## src/rtl/hazard_pkg.sv

```systemverilog
// Shared types for the hazard controller: forward-mux selects and the
// stall/flush reason, which is kept as a named signal for debug visibility.
package hazard_pkg;

  typedef enum logic [1:0] {
    FWD_RF = 2'b00,
    FWD_W  = 2'b01,
    FWD_M  = 2'b10
  } fwd_t;

  typedef enum logic [1:0] {
    HZ_NONE,
    HZ_CACHE,
    HZ_DATA,
    HZ_REDIRECT
  } hz_t;

endpackage

```

## src/rtl/hz_scoreboard.sv

```systemverilog
// Pending-write scoreboard for long-latency ops that complete out of band,
// plus the outstanding-op count that limits how many can be in flight.
module hz_scoreboard
  import hazard_pkg::*;
#(
  parameter int NREG     = 32,
  parameter int AW       = $clog2(NREG),
  parameter int MAX_LONG = 4
) (
  input  logic            CLK,
  input  logic            RESET_N,
  input  logic            issue,
  input  logic [AW-1:0]   issue_rd,
  input  logic            done,
  input  logic [AW-1:0]   done_rd,
  output logic [NREG-1:0] sb,
  output logic            full
);

  localparam int LW = $clog2(MAX_LONG + 1);

  logic [NREG-1:0] sb_nxt;
  logic [LW-1:0]   lcnt;
  logic [LW-1:0]   lcnt_nxt;

  // Set is applied after clear so a newer issue to the same register wins.
  always_comb begin
    sb_nxt = sb;
    if (done) sb_nxt[done_rd] = 1'b0;
    if (issue) sb_nxt[issue_rd] = 1'b1;
    sb_nxt[0] = 1'b0;
  end

  always_comb begin
    lcnt_nxt = lcnt;
    case ({issue, done})
      2'b10: if (lcnt != LW'(MAX_LONG)) lcnt_nxt = lcnt + LW'(1);
      2'b01: if (lcnt != '0) lcnt_nxt = lcnt - LW'(1);
      default: lcnt_nxt = lcnt;
    endcase
  end

  always_ff @(posedge CLK or negedge RESET_N) begin
    if (!RESET_N) begin
      sb   <= '0;
      lcnt <= '0;
    end else begin
      sb   <= sb_nxt;
      lcnt <= lcnt_nxt;
    end
  end

  assign full = (lcnt == LW'(MAX_LONG));

endmodule

```

## src/rtl/hazard_ctrl_sb.sv

```systemverilog
// Pipeline hazard controller: prioritised stall/flush generation, E/D-stage
// forwarding selects, scoreboard for long-latency writers and perf counters.
module hazard_ctrl_sb
  import hazard_pkg::*;
#(
  parameter int NREG        = 32,
  parameter int AW          = $clog2(NREG),
  parameter int XLEN        = 32,
  parameter int MAX_LONG    = 4,
  parameter bit BRANCH_IN_D = 1'b1,
  parameter int CNT_W       = 32
) (
  input  logic             CLK,
  input  logic             RESET_N,
  input  logic [AW-1:0]    Rs1D,
  input  logic [AW-1:0]    Rs2D,
  input  logic [AW-1:0]    RdD,
  input  logic [AW-1:0]    Rs1E,
  input  logic [AW-1:0]    Rs2E,
  input  logic [AW-1:0]    RdE,
  input  logic [AW-1:0]    RdM,
  input  logic [AW-1:0]    RdW,
  input  logic             RegWriteE,
  input  logic             RegWriteM,
  input  logic             RegWriteW,
  input  logic             MemReadE,
  input  logic             MemWriteE,
  input  logic             MemReadD,
  input  logic             BranchD,
  input  logic [XLEN-1:0]  StoreAddrE,
  input  logic [XLEN-1:0]  LoadAddrD,
  input  logic [2:0]       PCSrcE,
  input  logic             LongOpD,
  input  logic             LongIssueE,
  input  logic             LongDone,
  input  logic [AW-1:0]    LongDoneRd,
  input  logic             CacheBusy,
  output logic             StallF,
  output logic             StallD,
  output logic             StallE,
  output logic             StallM,
  output logic             FlushD,
  output logic             FlushE,
  output logic [1:0]       ForwardAE,
  output logic [1:0]       ForwardBE,
  output logic [1:0]       ForwardAD,
  output logic [1:0]       ForwardBD,
  output logic [CNT_W-1:0] StallCycles,
  output logic [CNT_W-1:0] FlushCount
);

  logic [NREG-1:0] sb;
  logic            full;
  logic            dh;
  hz_t             reason;

  // A frozen pipe does not advance, so an issue during CacheBusy is not real.
  hz_scoreboard #(.NREG(NREG), .AW(AW), .MAX_LONG(MAX_LONG)) u_sb (
    .CLK      (CLK),
    .RESET_N  (RESET_N),
    .issue    (LongIssueE && !CacheBusy),
    .issue_rd (RdE),
    .done     (LongDone),
    .done_rd  (LongDoneRd),
    .sb       (sb),
    .full     (full)
  );

  always_comb begin
    dh = 1'b0;
    if (MemReadE && RdE != '0 && (RdE == Rs1D || RdE == Rs2D)) dh = 1'b1;
    if (MemWriteE && MemReadD && StoreAddrE == LoadAddrD) dh = 1'b1;
    if (BRANCH_IN_D && BranchD && RegWriteE && RdE != '0 &&
        (RdE == Rs1D || RdE == Rs2D)) dh = 1'b1;
    if (sb[Rs1D] || sb[Rs2D] || sb[RdD]) dh = 1'b1;
    if (LongOpD && full) dh = 1'b1;
  end

  always_comb begin
    reason = HZ_NONE;
    if (CacheBusy) reason = HZ_CACHE;
    else if (dh) reason = HZ_DATA;
    else if (PCSrcE != 3'b000) reason = HZ_REDIRECT;
  end

  always_comb begin
    StallF = 1'b0;
    StallD = 1'b0;
    StallE = 1'b0;
    StallM = 1'b0;
    FlushD = 1'b0;
    FlushE = 1'b0;
    case (reason)
      HZ_CACHE: begin
        StallF = 1'b1;
        StallD = 1'b1;
        StallE = 1'b1;
        StallM = 1'b1;
      end
      HZ_DATA: begin
        StallF = 1'b1;
        StallD = 1'b1;
        FlushE = 1'b1;
      end
      HZ_REDIRECT: begin
        FlushD = 1'b1;
        FlushE = 1'b1;
      end
      default: ;
    endcase
  end

  function automatic fwd_t fwd_sel(input logic [AW-1:0] src, input logic we_m,
                                   input logic [AW-1:0] rd_m, input logic we_w,
                                   input logic [AW-1:0] rd_w);
    if (we_m && rd_m != '0 && rd_m == src) return FWD_M;
    if (we_w && rd_w != '0 && rd_w == src) return FWD_W;
    return FWD_RF;
  endfunction

  assign ForwardAE = fwd_sel(Rs1E, RegWriteM, RdM, RegWriteW, RdW);
  assign ForwardBE = fwd_sel(Rs2E, RegWriteM, RdM, RegWriteW, RdW);
  assign ForwardAD = fwd_sel(Rs1D, RegWriteM, RdM, RegWriteW, RdW);
  assign ForwardBD = fwd_sel(Rs2D, RegWriteM, RdM, RegWriteW, RdW);

  always_ff @(posedge CLK or negedge RESET_N) begin
    if (!RESET_N) begin
      StallCycles <= '0;
      FlushCount  <= '0;
    end else begin
      if (StallF && StallCycles != '1) StallCycles <= StallCycles + CNT_W'(1);
      if (FlushD && FlushCount != '1) FlushCount <= FlushCount + CNT_W'(1);
    end
  end

endmodule

```

## config.mk

```make
export PLATFORM = sky130hd
export DESIGN_NAME = hazard_ctrl_sb
export DESIGN_NICKNAME = d
export VERILOG_FILES = /design/src/rtl/hazard_pkg.sv /design/src/rtl/hz_scoreboard.sv /design/src/rtl/hazard_ctrl_sb.sv
export SDC_FILE = /design/constraint.sdc
export NUM_CORES = 1
export LEC_CHECK = 0
export CORE_MARGIN = 1
export CORE_UTILIZATION = 52
export DETAILED_ROUTE_END_ITERATION = 16
export GPL_TIMING_DRIVEN = 0
export PLACE_DENSITY = 0.85
export SLEW_MARGIN = 10
export SYNTH_ARGS = -nofsm -noshare
export SYNTH_HDL_FRONTEND = slang
export SYNTH_HIERARCHICAL = 1
export SYNTH_SLANG_ARGS = --single-unit
export TNS_END_PERCENT = 10
```

## constraint.sdc

```tcl
create_clock -name CLK -period 6.5 [get_ports CLK]
set_input_delay 1.3 -clock CLK [delete_from_list [all_inputs] [get_ports CLK]]
set_output_delay 1.3 -clock CLK [all_outputs]
set_load 0.05 [all_outputs]
```

# Word-level counts from Yosys, hierarchy flattened
# Cells that the tools add are included.
# totals
ff_bits,98
input_bits,125
# op_classes
addsub,4
magnitude_cmp,7
n_eq_ne,22
muxes,55
bitwise_logic,3
reduce_logical,36
# ops
cell,n
32-bit by 1-bit adder with 32-bit output (second input constant),2
32-bit two-way mux,2
32-bit != test (second input constant),2
5-bit == test,10
2-bit two-way mux,19
32-bit AND,1
32-bit == test,1
32-bit NOT,1
32-bit OR,1
5-bit by 6-bit < comparator with 1-bit output (second input constant),5
1-bit two-way mux,26
1-bit logical AND,23
1-bit binary-select mux with 5-bit select,3
5-bit nonzero test,3
1-bit demux with 5-bit select,2
5-bit by 1-bit greater-or-equal comparator with 1-bit output (second input constant),2
2-bit == test (second input constant),3
3-bit two-way mux,2
3-bit case mux with 2 select lines,1
3-bit nonzero test,2
2-bit by 1-bit == test with 1-bit output (second input constant),2
2-bit by 1-bit != test with 1-bit output (second input constant),2
2-bit OR reduction,2
3-bit by 1-bit adder with 3-bit output (second input constant),1
7 further kinds,9

# Logic depth before layout (Yosys ltp)
# logic_depth
depth_word,14
depth_mapped,14

# By module
# The synthesis kept the hierarchy.
# modules_own_cells
mod,n_inst,cells_each,area_each_um2,seq_area_each_um2
hazard_ctrl_sb,1,519,5008.6,1601.5
hz_scoreboard,1,152,1536.5,850.8

# Worst setup path after synthesis
# OpenSTA, ideal clock, no wires.
# synth_timing
kind,in2out
startpoint,input Rs2D[1]
endpoint,output ForwardBD[0]
t_arrival_ns,4.235
path_slack_ns,0.965
stages,5
path_buffers,2
cell_sequence,clkbuf_1 > buf_2 > xor2_1 > nor4_1 > nor4_1
# synth_between
elab_chain_cells,6
elab_cells_between_ends,10
classes_between,2 x eq/ne; 6 x mux; 2 x reduce/logical
# synth_rtl
element,line,text
"start, declared",hazard_ctrl_sb.sv:16,"input logic [AW-1:0] Rs2D,"
5-bit == test,hazard_ctrl_sb.sv:117,if (we_w && rd_w != '0 && rd_w == src) return FWD_W;
1-bit logical AND,hazard_ctrl_sb.sv:117,
1-bit two-way mux (2 in a row),hazard_ctrl_sb.sv:117,
2-bit two-way mux,hazard_ctrl_sb.sv:118,return FWD_RF;
2-bit two-way mux (*),hazard_ctrl_sb.sv:117,
"end, declared",hazard_ctrl_sb.sv:47,"output logic [1:0] ForwardBD,"
# Every way passes the cells marked *; elsewhere a longest branch is shown, timed or not. The select of a mux whose other input is x is not followed.

# Worst setup path in the final report
# layout_timing
startpoint,input Rs2D[0]
endpoint,output StallD
# layout_between
elab_chain_cells,13
elab_cells_between_ends,19
classes_between,3 x eq/ne; 10 x mux; 6 x reduce/logical
# layout_rtl
element,line,text
"parallel branches: the longest is 6 deep, another holds 1-bit binary-select mux with 5-bit select",n/a,
1-bit two-way mux (*),hazard_ctrl_sb.sv:75,if (sb[Rs1D] || sb[Rs2D] || sb[RdD]) dh = 1'b1;
1-bit two-way mux (*),hazard_ctrl_sb.sv:76,if (LongOpD && full) dh = 1'b1;
2-bit two-way mux (*),hazard_ctrl_sb.sv:82,else if (dh) reason = HZ_DATA;
2-bit two-way mux (*),hazard_ctrl_sb.sv:81,if (CacheBusy) reason = HZ_CACHE;
2-bit == test or 2-bit by 1-bit == test with 1-bit output (tied branches),hazard_ctrl_sb.sv:93,case (reason)
2-bit OR reduction (no source line) (*),n/a,
1-bit two-way mux (*),hazard_ctrl_sb.sv:93,
"end, declared",hazard_ctrl_sb.sv:39,"output logic StallD,"
# Mark *: on every way between the ends. The select of a mux whose other input is x is not followed.

==> results.toml <==
[grt]
grt_pass1_vias = 6175
grt_use_total_pct = 28.9
antenna_found_initial = 0
grt_max_degree = 54
grt_pass1_wl_um = 29800
gr-total-overflow = 0

[setup_path]
cp_top_family = "buffers and inverters"
cpMaxStageDelayCell = "clkdlybuf4s50_1"
critPathMaxFanout = 10
path_buf_inv = 4
crit_chain = "clkdlybuf4s50_1, buf_2, mux4_2, a211oi_1, a211oi_1, nor4_4, a31oi_1, ha_1, inv_1, clkdlybuf4s50_1"
required_ns = 5.20
start_kind = "input port"
slowest_delay_ns = 0.80
cp-end-kind = "primary output"
worstReg2RegStart = "u_sb/sb[25]"
cp_data_arrival_time_ns = 4.92
reg2reg_to = "StallCycles[19]"
crit_type = "input port to primary output"
reg2reg_depth = 11
regToRegSetupSlack_ns = 2.62

[route]
drc = 0
dr_total_vias = 6136
avgRoutedWirePerCell_um = 18.2
antenna_left = 0
first_iter_violations = 347
firstDrtPassIters = 5
finalWirelength_um = 18900
viasPerCell = 5.91

[floorplanning]
rows = 40
coreArea_um2 = 12200
start_util_pct = 53.8
die_area_um2 = 13000
ios = 203
fp.dieW_um = 114
fp.dieH_um = 114

[hold_path]
min_delay_worst_endpoint = "StallCycles[23]"
hold_start = "StallCycles[23]"
hold_path_depth = 1
min_path_type = "flip-flop to flip-flop"

[clocking]
clockBufferDepth = 2
clock-sinks = 98
path_clk_slew_ns = 0.06
insertion_delay_ns = 0.34
clock-root-buffer = "clkbuf_16"
cts_max_level = 3
cts_tree = "done"
numCtsBuffers = 9

[logic_synthesis]
synth_top_cell_by_area = "dfrtp_1"
synth_area_leaders = "dfrtp_1 37%, xor2_1 11%, xnor2_1 8.3%"
avgSynthCellArea_um2 = 9.75
synthCells = 671
netlist_area_um2 = 6550
synth_seq_area_share_pct = 37.5
postSynthNetCount = 802
synth_top_area_share_pct = 37.5
ys_types = 55
yosys_register_bits = 98
yosysWarnings = 6

[timing]
hold_viol = 0
fin_crit_ns = 6.22
finClkSkew_ns = 0.00898
hold_ws_ns = 0.502
rsz0062_at_grt = "no"
tightest_slew_ns = 0.673
fin_crit_sh_pct = 95.7
max_freq_mhz = 161
setup_viol = 0
drv_slew = 0
relSlewSlack_pct = 54.7
final.setup.tns_ns = 0

[final_layout]
nFillCells = 892
area_delta_synth_final_pct = 35.9
multi_input_area_um2 = 3900
final_common_cell = "clkdlybuf4s50_1"
antenna_cells = 0
seq_area_um2 = 2450
final_nets = 997
layout_common_cells = "180 x clkdlybuf4s50_1, 98 x dfrtp_1, 79 x xor2_1"
final_layout_size_suffix_gt1_share_pct = 6.43

[place]
post-dp-hpwl_um = 14600
portBuffers = 183
place.gp.congestion = 0.911

[pwr]
power_density_nw_per_um2 = 230
ir_drop_uv = 316
p_leak_nw = 3.58

[outcome]
outcome = "complete, no violations"

[run]
max_cap_viol_count = 0
## sequential cells by signal (all words and copies together), names as in the netlist
register / flops
FlushCount: 32
u_sb/sb: 31
u_sb/lcnt: 3
StallCycles: 32
## metal layers
| metal | track usage [%] | part of all wire (%) | vias to the layer above |
|---|---|---|---|
| met2 | 50.2 | 50 | 325 |
| met4 | 12.1 | 2.2 | 0 |
| met1 | 35.2 | 40 | 2941 |
| li1 | - | - | 2825 |
| met3 | 5.82 | 8.1 | 45 |
| met5 | 0 | 0 | - |
## area by class of cell
type,instances,area share [%]
well taps,168,2.36
clock buffers,10,2.57
inverters,10,0.422
clock inverters,6,0.563
flip-flops and latches,98,27.6
plain buffers,32,1.84
multi-input cells,531,43.8
repair buffers,184,20.9
## worst max-delay path by stage
stage	start	endpoint	slack (ns)	cells past startpoint
floorplan	Rs2D[1]	ForwardBD[0]	0.97	5
global placement	Rs1D[2]	FlushE	0.17	11
detailed placement	Rs1D[2]	FlushE	0.11	11
CTS	Rs1D[2]	FlushE	0.09	11
global route	Rs2D[0]	StallD	0.03	10
finish	Rs2D[0]	StallD	0.28	10
## power breakdown
group          internal (mW)  leakage, nW  switching, mW
Combinational          0.320         2.14          0.419
Clock                  0.265        0.135          0.238
Sequential             0.696         1.30          0.111
## what timing repair did
action                     in CTS  in global routing
resized for setup               0                  4
hold buffers                    0                  0
setup endpoints to repair       0                  3
buffers inserted                0                  0
## metrics by stage
stage	power, mW	setup slack (ns)	cell area, µm²	cells	utilization [%]
after detailed placement	1.55	0.113	8610	1023	70.8
after global routing	2.15	0.0292	8900	1039	73.2
after floorplan	1.26	0.965	6550	671	-
final	2.05	0.280	8900	1039	73.2
after global placement	1.50	0.172	8590	1022	70.6
after CTS	2.05	0.0927	8890	1039	73.1
## synthesized netlist by cell type (all sizes together)
master and number:
o21ai 64, o2111ai 2, mux4 14, a211oi 8
dfrtp 98, buf 16, mux2 3, a2111oi 1
a31oi 3, a21oi 9, xnor2 62, and3 7
a221oi 3, o22ai 2, a22oi 4, or3 5
nand3 41, mux2i 23, a32oi 1, xor2 79
o221ai 1, o211ai 2, nor2b 14, a31o 3
nor3 18, and4 9, nand2b 5, nor2 18
or3b 6, fa 1, conb 1, or2 3
nor3b 1, o211a 1, nor4 21, inv 10
nand3b 10, a21boi 1, clkbuf 16, ha 5
and2 12, nand4 21, nand2 38, or4 9
## kinds of logic after synthesis
| group | count (synthesis) | share of synthesized area (%) |
|---|---|---|
| buffers and inverters | 42 | 3.06 |
| multiplexers | 40 | 8.97 |
| flip-flops | 98 | 37.5 |
| AND/OR/NAND/NOR | 238 | 20.9 |
| adder cells (fa/ha/maj) | 6 | 1.26 |
| XOR/XNOR | 141 | 18.9 |
| AO/OA/AOI/OAI | 105 | 9.41 |
| other | 1 | 0.0573 |
Power figures use the tool's default switching activity.
